<file path="config.mk">
export PLATFORM = sky130hd
export DESIGN_NAME = mem_stage_flat
export DESIGN_NICKNAME = d
export VERILOG_FILES = /design/src/rtl/mem_stage_pkg.sv /design/src/rtl/mem_stage_if.sv /design/src/rtl/mem_stage_load_align.sv /design/src/rtl/mem_stage.sv /design/src/flat_wrapper.sv
export SDC_FILE = /design/constraint.sdc
export NUM_CORES = 1
export LEC_CHECK = 0
export ABC_AREA = 1
export BUFFER_PORTS_ARGS = -buffer_cell sky130_fd_sc_hd__buf_2
export CORE_AREA = 2 2 189 191
export DETAILED_ROUTE_END_ITERATION = 10
export DIE_AREA = 0 0 191 193
export SLEW_MARGIN = 10
export SYNTH_ARGS = -nofsm -noshare
export SYNTH_HDL_FRONTEND = slang
export SYNTH_SLANG_ARGS = --single-unit
</file>
<file path="constraint.sdc">
create_clock -name clk -period 5.7 [get_ports clk]
set_clock_uncertainty 0.15 [all_clocks]
set_input_delay 1.71 -clock clk [delete_from_list [all_inputs] [get_ports clk]]
set_output_delay 1.71 -clock clk [all_outputs]
set_load 0.1 [all_outputs]
</file>
<file path="src/rtl/mem_stage_pkg.sv">
// Shared widths, bus field indices and CP0 exception codes for the MEM stage.
package mem_stage_pkg;

  localparam int EX_TO_MEM_WD = 167;
  localparam int MEM_TO_WB_WD = 136;
  localparam int MEM_TO_RF_WD = 72;

  // exceptinfo bit indices
  localparam int EI_FETCH_ADEL = 9;
  localparam int EI_ADES       = 8;
  localparam int EI_ADEL       = 7;
  localparam int EI_OV         = 6;
  localparam int EI_ERET       = 5;
  localparam int EI_RI         = 4;
  localparam int EI_BP         = 3;
  localparam int EI_SYS        = 2;

  localparam logic [4:0] EXC_ADEL = 5'h04;
  localparam logic [4:0] EXC_ADES = 5'h05;
  localparam logic [4:0] EXC_SYS  = 5'h08;
  localparam logic [4:0] EXC_BP   = 5'h09;
  localparam logic [4:0] EXC_RI   = 5'h0a;
  localparam logic [4:0] EXC_OV   = 5'h0c;

  // mem_op one-hot bit positions (MSB first: lb lbu lh lhu lw sb sh sw)
  localparam int MOP_LB  = 7;
  localparam int MOP_LBU = 6;
  localparam int MOP_LH  = 5;
  localparam int MOP_LHU = 4;
  localparam int MOP_LW  = 3;

  // hilo_bus = {hi_we, lo_we, hi[31:0], lo[31:0]}
  localparam int HILO_HI_WE = 65;
  localparam int HILO_LO_WE = 64;

  typedef struct packed {
    logic [15:0] exceptinfo;
    logic [7:0]  mem_op;
    logic [65:0] hilo_bus;
    logic [31:0] pc;
    logic        ram_en;
    logic        ram_wen;
    logic [3:0]  ram_sel;
    logic        sel_rf_res;
    logic        rf_we;
    logic [4:0]  rf_waddr;
    logic [31:0] ex_result;
  } ex_mem_t;

endpackage

</file>
<file path="src/rtl/mem_stage_if.sv">
// Data-path bundle between execute, data SRAM, MEM stage, write-back and CP0.
interface mem_stage_if;
  import mem_stage_pkg::*;

  logic [EX_TO_MEM_WD-1:0] ex_to_mem_bus;
  logic [31:0]             data_sram_rdata;
  logic [MEM_TO_WB_WD-1:0] mem_to_wb_bus;
  logic [MEM_TO_RF_WD-1:0] mem_to_rf_bus;
  logic                    except_req;
  logic [4:0]              except_code;
  logic                    except_is_eret;
  logic [31:0]             bad_vaddr;
  logic [31:0]             mem_pc;

  // No handshake: the bundle follows the pipeline's stall/flush controls, one instruction per cycle.
  modport master (
    output ex_to_mem_bus, data_sram_rdata,
    input  mem_to_wb_bus, mem_to_rf_bus, except_req, except_code,
           except_is_eret, bad_vaddr, mem_pc
  );

  modport slave (
    input  ex_to_mem_bus, data_sram_rdata,
    output mem_to_wb_bus, mem_to_rf_bus, except_req, except_code,
           except_is_eret, bad_vaddr, mem_pc
  );
endinterface

</file>
<file path="src/rtl/mem_stage_load_align.sv">
// Selects the addressed byte/half of the SRAM word and sign- or zero-extends it.
module mem_stage_load_align
  import mem_stage_pkg::*;
(
  input  logic [7:0]  mem_op,
  input  logic [1:0]  addr,
  input  logic [31:0] rdata,
  output logic [31:0] load_data
);

  logic [31:0] shifted;
  logic [7:0]  byte_v;
  logic [15:0] half_v;
  logic        unused_store_ops;

  assign shifted          = rdata >> {addr, 3'b000};
  assign byte_v           = shifted[7:0];
  assign half_v           = addr[1] ? rdata[31:16] : rdata[15:0];
  assign unused_store_ops = ^mem_op[2:0];

  always_comb begin
    load_data = '0;
    if (mem_op[MOP_LB])       load_data = {{24{byte_v[7]}}, byte_v};
    else if (mem_op[MOP_LBU]) load_data = {24'h0, byte_v};
    else if (mem_op[MOP_LH])  load_data = {{16{half_v[15]}}, half_v};
    else if (mem_op[MOP_LHU]) load_data = {16'h0, half_v};
    else if (mem_op[MOP_LW])  load_data = rdata;
  end

endmodule

</file>
<file path="src/rtl/mem_stage.sv">
// MIPS memory-access stage: EX/MEM register, load extraction, precise exception resolution.
module mem_stage
  import mem_stage_pkg::*;
(
  input  logic       clk,
  input  logic       rst,
  input  logic       flush,
  input  logic       stall_ex,
  input  logic       stall_mem,
  mem_stage_if.slave io
);

  ex_mem_t     r;
  logic        valid;
  logic [31:0] rbuf;
  logic        rbuf_v;
  logic        advance;
  logic        is_load;
  logic [31:0] load_word;
  logic [31:0] load_data;
  logic [31:0] result;
  logic [15:0] ei;
  logic        exc_any;
  logic        eret;
  logic        kill;
  logic [65:0] hilo_o;
  logic        rf_we_o;
  logic        unused_fields;

  always_ff @(posedge clk) begin
    if (rst || flush) begin
      r     <= '0;
      valid <= 1'b0;
    end else if (stall_ex && !stall_mem) begin
      r     <= '0;
      valid <= 1'b0;
    end else if (!stall_ex) begin
      r     <= ex_mem_t'(io.ex_to_mem_bus);
      valid <= 1'b1;
    end
  end

  // SRAM data is only valid one cycle after the address; hold it while stalled.
  assign advance = !stall_ex || !stall_mem;
  assign is_load = |r.mem_op[MOP_LB:MOP_LW];

  always_ff @(posedge clk) begin
    if (rst || flush) begin
      rbuf   <= '0;
      rbuf_v <= 1'b0;
    end else if (advance) begin
      rbuf_v <= 1'b0;
    end else if (valid && is_load && !rbuf_v) begin
      rbuf   <= io.data_sram_rdata;
      rbuf_v <= 1'b1;
    end
  end

  assign load_word = rbuf_v ? rbuf : io.data_sram_rdata;

  mem_stage_load_align u_align (
    .mem_op    (r.mem_op),
    .addr      (r.ex_result[1:0]),
    .rdata     (load_word),
    .load_data (load_data)
  );

  assign result = r.sel_rf_res ? load_data : r.ex_result;
  assign ei     = r.exceptinfo;

  assign exc_any = valid && (ei[EI_FETCH_ADEL] || ei[EI_ADES] || ei[EI_ADEL] ||
                             ei[EI_OV] || ei[EI_RI] || ei[EI_BP] || ei[EI_SYS]);
  assign eret    = valid && ei[EI_ERET] && !exc_any;
  assign kill    = exc_any || eret;

  always_comb begin
    io.except_code = '0;
    io.bad_vaddr   = '0;
    if (valid) begin
      if (ei[EI_FETCH_ADEL]) begin
        io.except_code = EXC_ADEL;
        io.bad_vaddr   = r.pc;
      end else if (ei[EI_RI]) begin
        io.except_code = EXC_RI;
      end else if (ei[EI_SYS]) begin
        io.except_code = EXC_SYS;
      end else if (ei[EI_BP]) begin
        io.except_code = EXC_BP;
      end else if (ei[EI_OV]) begin
        io.except_code = EXC_OV;
      end else if (ei[EI_ADEL]) begin
        io.except_code = EXC_ADEL;
        io.bad_vaddr   = r.ex_result;
      end else if (ei[EI_ADES]) begin
        io.except_code = EXC_ADES;
        io.bad_vaddr   = r.ex_result;
      end
    end
  end

  // A faulting or eret instruction must not commit architectural state.
  always_comb begin
    hilo_o = r.hilo_bus;
    if (kill) begin
      hilo_o[HILO_HI_WE] = 1'b0;
      hilo_o[HILO_LO_WE] = 1'b0;
    end
  end

  assign rf_we_o = r.rf_we && !kill;

  assign io.mem_to_wb_bus  = {hilo_o, r.pc, rf_we_o, r.rf_waddr, result};
  assign io.mem_to_rf_bus  = {hilo_o, rf_we_o, r.rf_waddr};
  assign io.except_req     = exc_any;
  assign io.except_is_eret = eret;
  assign io.mem_pc         = r.pc;

  assign unused_fields = ^{r.ram_en, r.ram_wen, r.ram_sel, ei[15:10], ei[1:0]};

endmodule

</file>
<file path="src/flat_wrapper.sv">
// flat-port wrapper written by rule: the top's interface ports become plain ports
module mem_stage_flat import mem_stage_pkg::*;
  (clk, rst, flush, stall_ex, stall_mem, io_ex_to_mem_bus, io_data_sram_rdata, io_mem_to_wb_bus, io_mem_to_rf_bus, io_except_req, io_except_code, io_except_is_eret, io_bad_vaddr, io_mem_pc);
  mem_stage_if io_i ();
  input  logic clk;
  input  logic rst;
  input  logic flush;
  input  logic stall_ex;
  input  logic stall_mem;
  input wire logic [$bits(io_i.ex_to_mem_bus)-1:0] io_ex_to_mem_bus;
  input wire logic [$bits(io_i.data_sram_rdata)-1:0] io_data_sram_rdata;
  output wire logic [$bits(io_i.mem_to_wb_bus)-1:0] io_mem_to_wb_bus;
  output wire logic [$bits(io_i.mem_to_rf_bus)-1:0] io_mem_to_rf_bus;
  output wire logic [$bits(io_i.except_req)-1:0] io_except_req;
  output wire logic [$bits(io_i.except_code)-1:0] io_except_code;
  output wire logic [$bits(io_i.except_is_eret)-1:0] io_except_is_eret;
  output wire logic [$bits(io_i.bad_vaddr)-1:0] io_bad_vaddr;
  output wire logic [$bits(io_i.mem_pc)-1:0] io_mem_pc;
  assign io_i.ex_to_mem_bus = io_ex_to_mem_bus;
  assign io_i.data_sram_rdata = io_data_sram_rdata;
  assign io_mem_to_wb_bus = io_i.mem_to_wb_bus;
  assign io_mem_to_rf_bus = io_i.mem_to_rf_bus;
  assign io_except_req = io_i.except_req;
  assign io_except_code = io_i.except_code;
  assign io_except_is_eret = io_i.except_is_eret;
  assign io_bad_vaddr = io_i.bad_vaddr;
  assign io_mem_pc = io_i.mem_pc;
  mem_stage u_core (.clk(clk), .rst(rst), .flush(flush), .stall_ex(stall_ex), .stall_mem(stall_mem), .io(io_i));
endmodule
</file>
==> flow_summary.toml, run 1 <==
[cells_and_area]
syn2layout_area_growth_pct = 16.3
diodes = 0
regArea_sq_um = 3680
multiInputGateArea_sq_um = 4490
drive_gt1_share_pct = 29.8
nNetsFinal = 1991
final_cell_area_sq_um = 12000
fin_util_pct = 34.3
fill_cells = 3843

[synthesis]
synth.area.mux_share_pct = 0
syn_avg_cell_area_sq_um = 6.49
synth_simple_gate_area_share_pct = 31.3
ys_top_cells_by_area = "dfxtp_1 (36%), nand2_1 (25%), buf_4 (16%)"
ys_seq_area_share_pct = 35.7
synth_compound_area_share_pct = 12.1
synth_seq_cells = 184
yosysTopAreaCell = "dfxtp_1"
synth_top_family_by_area = "simple AND/OR/NAND/NOR gates"
synthAdderAreaFrac_pct = 0
synth_top_area_share_pct = 35.7
synth_cells = 1588
synth.cell_area_sq_um = 10300
synth_nets = 1792
synth-xor-area-share_pct = 0
yosysWarnings = 0
ys_types = 27

[die]
initial_core_util_pct = 29.5
fp.dieH_microns = 193
rows = 69
die_w_microns = 191
ios = 483
die_area_sq_um = 36900
core_area_sq_um = 35000

[cts]
insertion_delay_ns = 0.44
clkSlewWorstSetupHoldPaths_ns = 0.07
clock_sinks = 184
post_cts_resized = 0
post_cts_buffers = 0
cts_root_buf = "clkbuf_16"
cts_hold_buf = 0
cts_tree = "built"
cts_htree_levels = 4
clock_path_buffers = 2
numCtsBuffers = 17

[global_routing]
grt_max_degree = 88
grt_pass1_vias = 9070
track_usage_pct = 19.4
grt_pass1_wl_mm = 54.2
gr-total-overflow = 0
antenna_found_initial = 2

[sta]
drv_slew = 0
maxSlewHeadroom_pct = 32.1
period_share_pct = 90.2
worstMarginPinSlew_ns = 1.02
finalSetupViolCount = 0
whs_ns = 0.313
fin_setup_tns_ns = 0
fmax_mhz = 194
period_needed_ns = 5.14
rsz0062_at_grt = "false"
hold_viol_final = 0

[routing]
vias_per_cell = 4.62
ant_nets = 0
drc = 0
drt_first_pass_iters = 5
routedWlPerCell_microns = 16.8
drt_wl_total_mm = 37.9
drt_iter0_markers = 683
num_vias = 10400

[setup_path]
crit_fanout = 24
crit_path_end_kind = "output pin"
arrival_ns = 3.28
cp_slowest_cell = "buf_2"
path_common_cell = "nand2_1"
critPathLaunchType = "input port"
slowest_delay_ns = 0.44
crit_path_cell_trace = "buf_2 > nand2_1 > nand3_1 > nand3_2 > nand2_2 > nand2_2 > nand2_1 > nand2_1 > nand2_1 > buf_2"
critPathKind = "input port to output pin"
worstPathRequired_ns = 3.84

[min_path]
hp-class = "flop to flop"

[run_status]
outcome = "complete, no violations"

[power]
sequentialPowerShare_pct = 40.0
comb_power_share_pct = 20.4
p_sw_uw = 1140
irDropWorstVdd_mv = 0.214
power_density_nw_per_um2 = 280
pwr-share-clk_pct = 39.6
leakagePower_uw = 0.00609
switching_share_pct = 34.0
p_int_uw = 2220

[place]
placed_cell_area_sq_um = 11400
io_buffers = 464
gp_congestion = 0.878
dpl.hpwl_mm = 28.2

[flow_run]
maxCapViolCount = 0
-- metrics by stage --
step           total power [uW]  std cells  setup WS, ns
4_1_cts                    3390       2261         0.564
3_3_place_gp               2050       2229         0.565
5_1_grt                    3490       2261         0.370
3_5_place_dp               2060       2229         0.568
6_report                   3360       2261         0.558
2_1_floorplan              1930       1588         0.741
-- area by class of cell --
class                   count  share of cell area [%]
flip-flops and latches    184                    30.7
clock buffers              20                    3.81
clock inverters            12                    1.52
well taps                 461                    4.81
inverters                  30                   0.960
repair buffers            482                    20.7
multi-input cells        1072                    37.4
-- sequential cells by signal, indices dropped and copies added (netlist names) --
signal                   flops
u_core.ei                    8
u_core.io.mem_pc            32
u_core.io.mem_to_rf_bus     69
u_core.r                    41
u_core.rbuf                 32
u_core.rbuf_v                1
u_core.valid                 1
-- synthesized netlist by cell type, drive strengths merged --
library cell    n
clkbuf         44
a21oi         205
o21ai          39
nor2           85
nor3            5
buf           258
o21a            1
nand2         684
dfxtp         184
nand4           3
nand3          47
conb            1
o211ai          1
inv            30
and2            1
-- metal layers --
layer	wire length, microns	GRT usage [%]	vias to the layer above
li1	-	-	5177
met1	16200	25.9	4763
met2	18100	31.5	469
met3	3070	4.33	35
met4	523	5.22	4
met5	24	0	-
-- power groups by stage --
stage          Sequential, uW  Combinational [uW]  Clock, uW
2_1_floorplan            1360                 572          0
3_3_place_gp             1370                 684          0
3_5_place_dp             1370                 685          0
4_1_cts                  1340                 687       1360
5_1_grt                  1350                 725       1420
6_report                 1340                 685       1330
-- logic make-up (layout without fill, tap and decap cells) --
kind of cell    Yosys count  in the layout
simple gates            825            825
compound gates          246            246
buf+inv                 332            544
other cells               1              1
flops                   184            184
-- critical path: cells and delay by family --
kind                   cells  cell delay, ns
buffers and inverters      2            0.55
and+or+nand+nor            8            1.02
-- final timing paths --
kind	depth (start not counted)	from	endpoint	slack, ns
setup / recovery	10	io_data_sram_rdata[15]	io_mem_to_wb_bus[28]	0.56
hold / removal	2	u_core.rbuf[1]	u_core.rbuf[1]	0.31
setup reg to reg	8	u_core.r[150]	u_core.rbuf[12]	3.21
hold reg to reg	2	u_core.rbuf[1]	u_core.rbuf[1]	0.31
-- cell usage in the layout (no fill, tap or decap), types with 2 or more instances in the layout --
cell type  instances
o21ai_0           34
buf_2            463
nor3_2             2
bufinv_16          4
nor2_2             4
nand2_2            4
nand4_1            3
nor3_1             2
inv_2              3
nand2_1          680
dfxtp_1          183
a21oi_1          202
nor2_1            81
clkinv_2           2
nand3_1           44
buf_4             17
o21ai_1            4
clkbuf_16         17
nand3_2            3
a21oi_2            3
clkbuf_8           2
buf_12             2
inv_1             25
inv_6              6
(Power assumes the default switching activity.)
==> inputs of run 2 (changes only) <==
Settings changed: PLACE_DENSITY_LB_ADDON set to 0.05.
==> run 2 against run 1 <==
Register-to-register slack better by 0.46 ns. Count of clock-buffer cells in the layout shrank 1. Clock power down 11%. Cell count grew 0.27%. Highest routed layer unchanged. Largest cell class unchanged. Sequential power is essentially flat. Sequential share of layout area increased by 0.14 points. Die area unchanged. First-iteration DRC count decreased by 8.1%. Core utilization fell by 0.16 points. Hold slack got worse by 0.015 ns. Wire length increased by 3.8%.
==> flow_summary.toml, run 2 (synthesis results as in run 1) <==
[routing]
drt_iter0_markers = 628
num_vias = 10200
ant_nets = 0
drt_wl_total_mm = 39.4
vias_per_cell = 4.50
drc = 0
routedWlPerCell_microns = 17.4
drt_first_pass_iters = 5

[cells_and_area]
fill_cells = 4056
largest_register_ff_count = 69
syn2layout_area_growth_pct = 15.8
drive_gt1_share_pct = 29.9
multiInputGateArea_sq_um = 4490
mostFrequentLayoutCells = "nand2_1 (680), buf_2 (463), a21oi_1 (202)"
nNetsFinal = 1994
layout_commonest_cell = "nand2_1"
fin_cells = 2267
regArea_sq_um = 3680

[cts]
clock_sinks = 184
cts_root_buf = "clkbuf_16"
clock_path_buffers = 2
cts_tree = "built"
cts_hold_buf = 0
post_cts_resized = 0
numCtsBuffers = 17
clkSlewWorstSetupHoldPaths_ns = 0.07
insertion_delay_ns = 0.46
post_cts_buffers = 0
cts_htree_levels = 4

[flow_run]
maxCapViolCount = 0

[sta]
rsz0062_at_grt = "false"
hold_viol_final = 0
period_needed_ns = 5.19
maxSlewHeadroom_pct = 31.7
fin_setup_tns_ns = 0
fmax_mhz = 193
finalSetupViolCount = 0
worstMarginPinSlew_ns = 1.02
drv_slew = 0
whs_ns = 0.298
period_share_pct = 91.1

[die]
ios = 483
core_area_sq_um = 35000
rows = 69
die_w_microns = 191
die_area_sq_um = 36900
initial_core_util_pct = 29.5
fp.dieH_microns = 193

[setup_path]
critPathKind = "input port to output pin"
regToRegSetupSlack_ns = 3.67
cp_top_family = "simple AND/OR/NAND/NOR gates"
arrival_ns = 3.33
crit_fanout = 24
crit_path_cell_trace = "buf_2 > nand2_1 > nand3_1 > nand3_2 > nand2_2 > nand2_2 > nand2_1 > nand2_1 > nand2_1 > buf_2"
worstPathRequired_ns = 3.84
slowest_delay_ns = 0.45
critPathLaunchType = "input port"
timing.rr.start = "u_core.r[150]"
worst-path-buf-inv = 2
crit_path_end_kind = "output pin"
path_common_cell = "nand2_1"
cp_slowest_cell = "buf_2"
worstReg2RegEnd = "u_core.rbuf[26]"
r2r_cells = 7

[run_status]
outcome = "complete, no violations"

[min_path]
hp-start = "u_core.rbuf[1]"
min_to = "u_core.rbuf[1]"
hold_depth = 2
hp-class = "flop to flop"

[power]
leakagePower_uw = 0.00605
power_density_nw_per_um2 = 268
irDropWorstVdd_mv = 0.217

[global_routing]
grt_pass1_vias = 9623
gr-total-overflow = 0
grt_max_degree = 82
grt_pass1_wl_mm = 57.5
track_usage_pct = 20.7
antenna_found_initial = 4

[place]
dp.cells = 2232
io_buffers = 464
dpl.hpwl_mm = 29.0
gp_congestion = 0.843
run 2: cell types whose count changed in the layout (fill, tap and decap cells not counted):
cell / previous run / this run
inv_8: 0 / 2
clkinvlp_4: 0 / 4
clkinv_4: 0 / 1
diode_2: 0 / 3
clkinv_2: 2 / 1
buf_4: 17 / 20
inv_6: 6 / 5
clkbuf_8: 2 / 1
bufinv_16: 4 / 0
run 2: final cells by class:
class	count	share of cell area, %
clock buffer	19	3.71
inverter	30	0.964
timing repair buffer	485	21.0
tap	461	4.83
multi-input combinational	1072	37.6
antenna	3	0.0629
clock inverter	13	0.923
sequential	184	30.9
run 2: how the worst max path moves through the flow:
stage / start / end / slack [ns] / cells after the start
finish: io_data_sram_rdata[15] / io_mem_to_wb_bus[23] / 0.51 / 10
global route: io_data_sram_rdata[15] / io_mem_to_wb_bus[26] / 0.32 / 10
CTS: io_data_sram_rdata[15] / io_mem_to_wb_bus[26] / 0.44 / 10
detailed placement: io_data_sram_rdata[15] / io_mem_to_wb_bus[26] / 0.44 / 10
global placement: io_data_sram_rdata[15] / io_mem_to_wb_bus[26] / 0.47 / 10
floorplan: io_data_sram_rdata[23] / io_mem_to_wb_bus[12] / 0.74 / 7
run 2: metrics by stage:
step | total power, uW | util [%] | setup slack, ns | cell area (sq um)
2_1_floorplan | 1930 | - | 0.741 | 10300
3_3_place_gp | 2060 | 32.5 | 0.471 | 11400
3_5_place_dp | 2060 | 32.5 | 0.439 | 11400
4_1_cts | 3250 | 34.1 | 0.436 | 11900
5_1_grt | 3340 | 34.1 | 0.324 | 11900
6_report | 3200 | 34.1 | 0.508 | 11900
run 2: report_power, final:
part	internal, uW	switching, uW	leakage [uW]
Clock	583	596	0.000261
Sequential	1310	29.6	0.00149
Combinational	137	545	0.00430
run 2: worst register-to-register path, stage by stage (launching register included):
cell	delay, ns
dfxtp_1	0.37
nor2_2	0.30
buf_4	0.32
nand3_1	0.12
nand2_1	0.11
buf_4	0.34
o21ai_0	0.14
nor2_1	0.12
run 2: per-layer routing:
| metal | part of all wire [%] | GRT usage [%] |
|---|---|---|
| met5 | 0.030 | 0 |
| met4 | 1.9 | 5.99 |
| met3 | 6.5 | 5.21 |
| met2 | 48 | 34.9 |
| met1 | 44 | 26.1 |
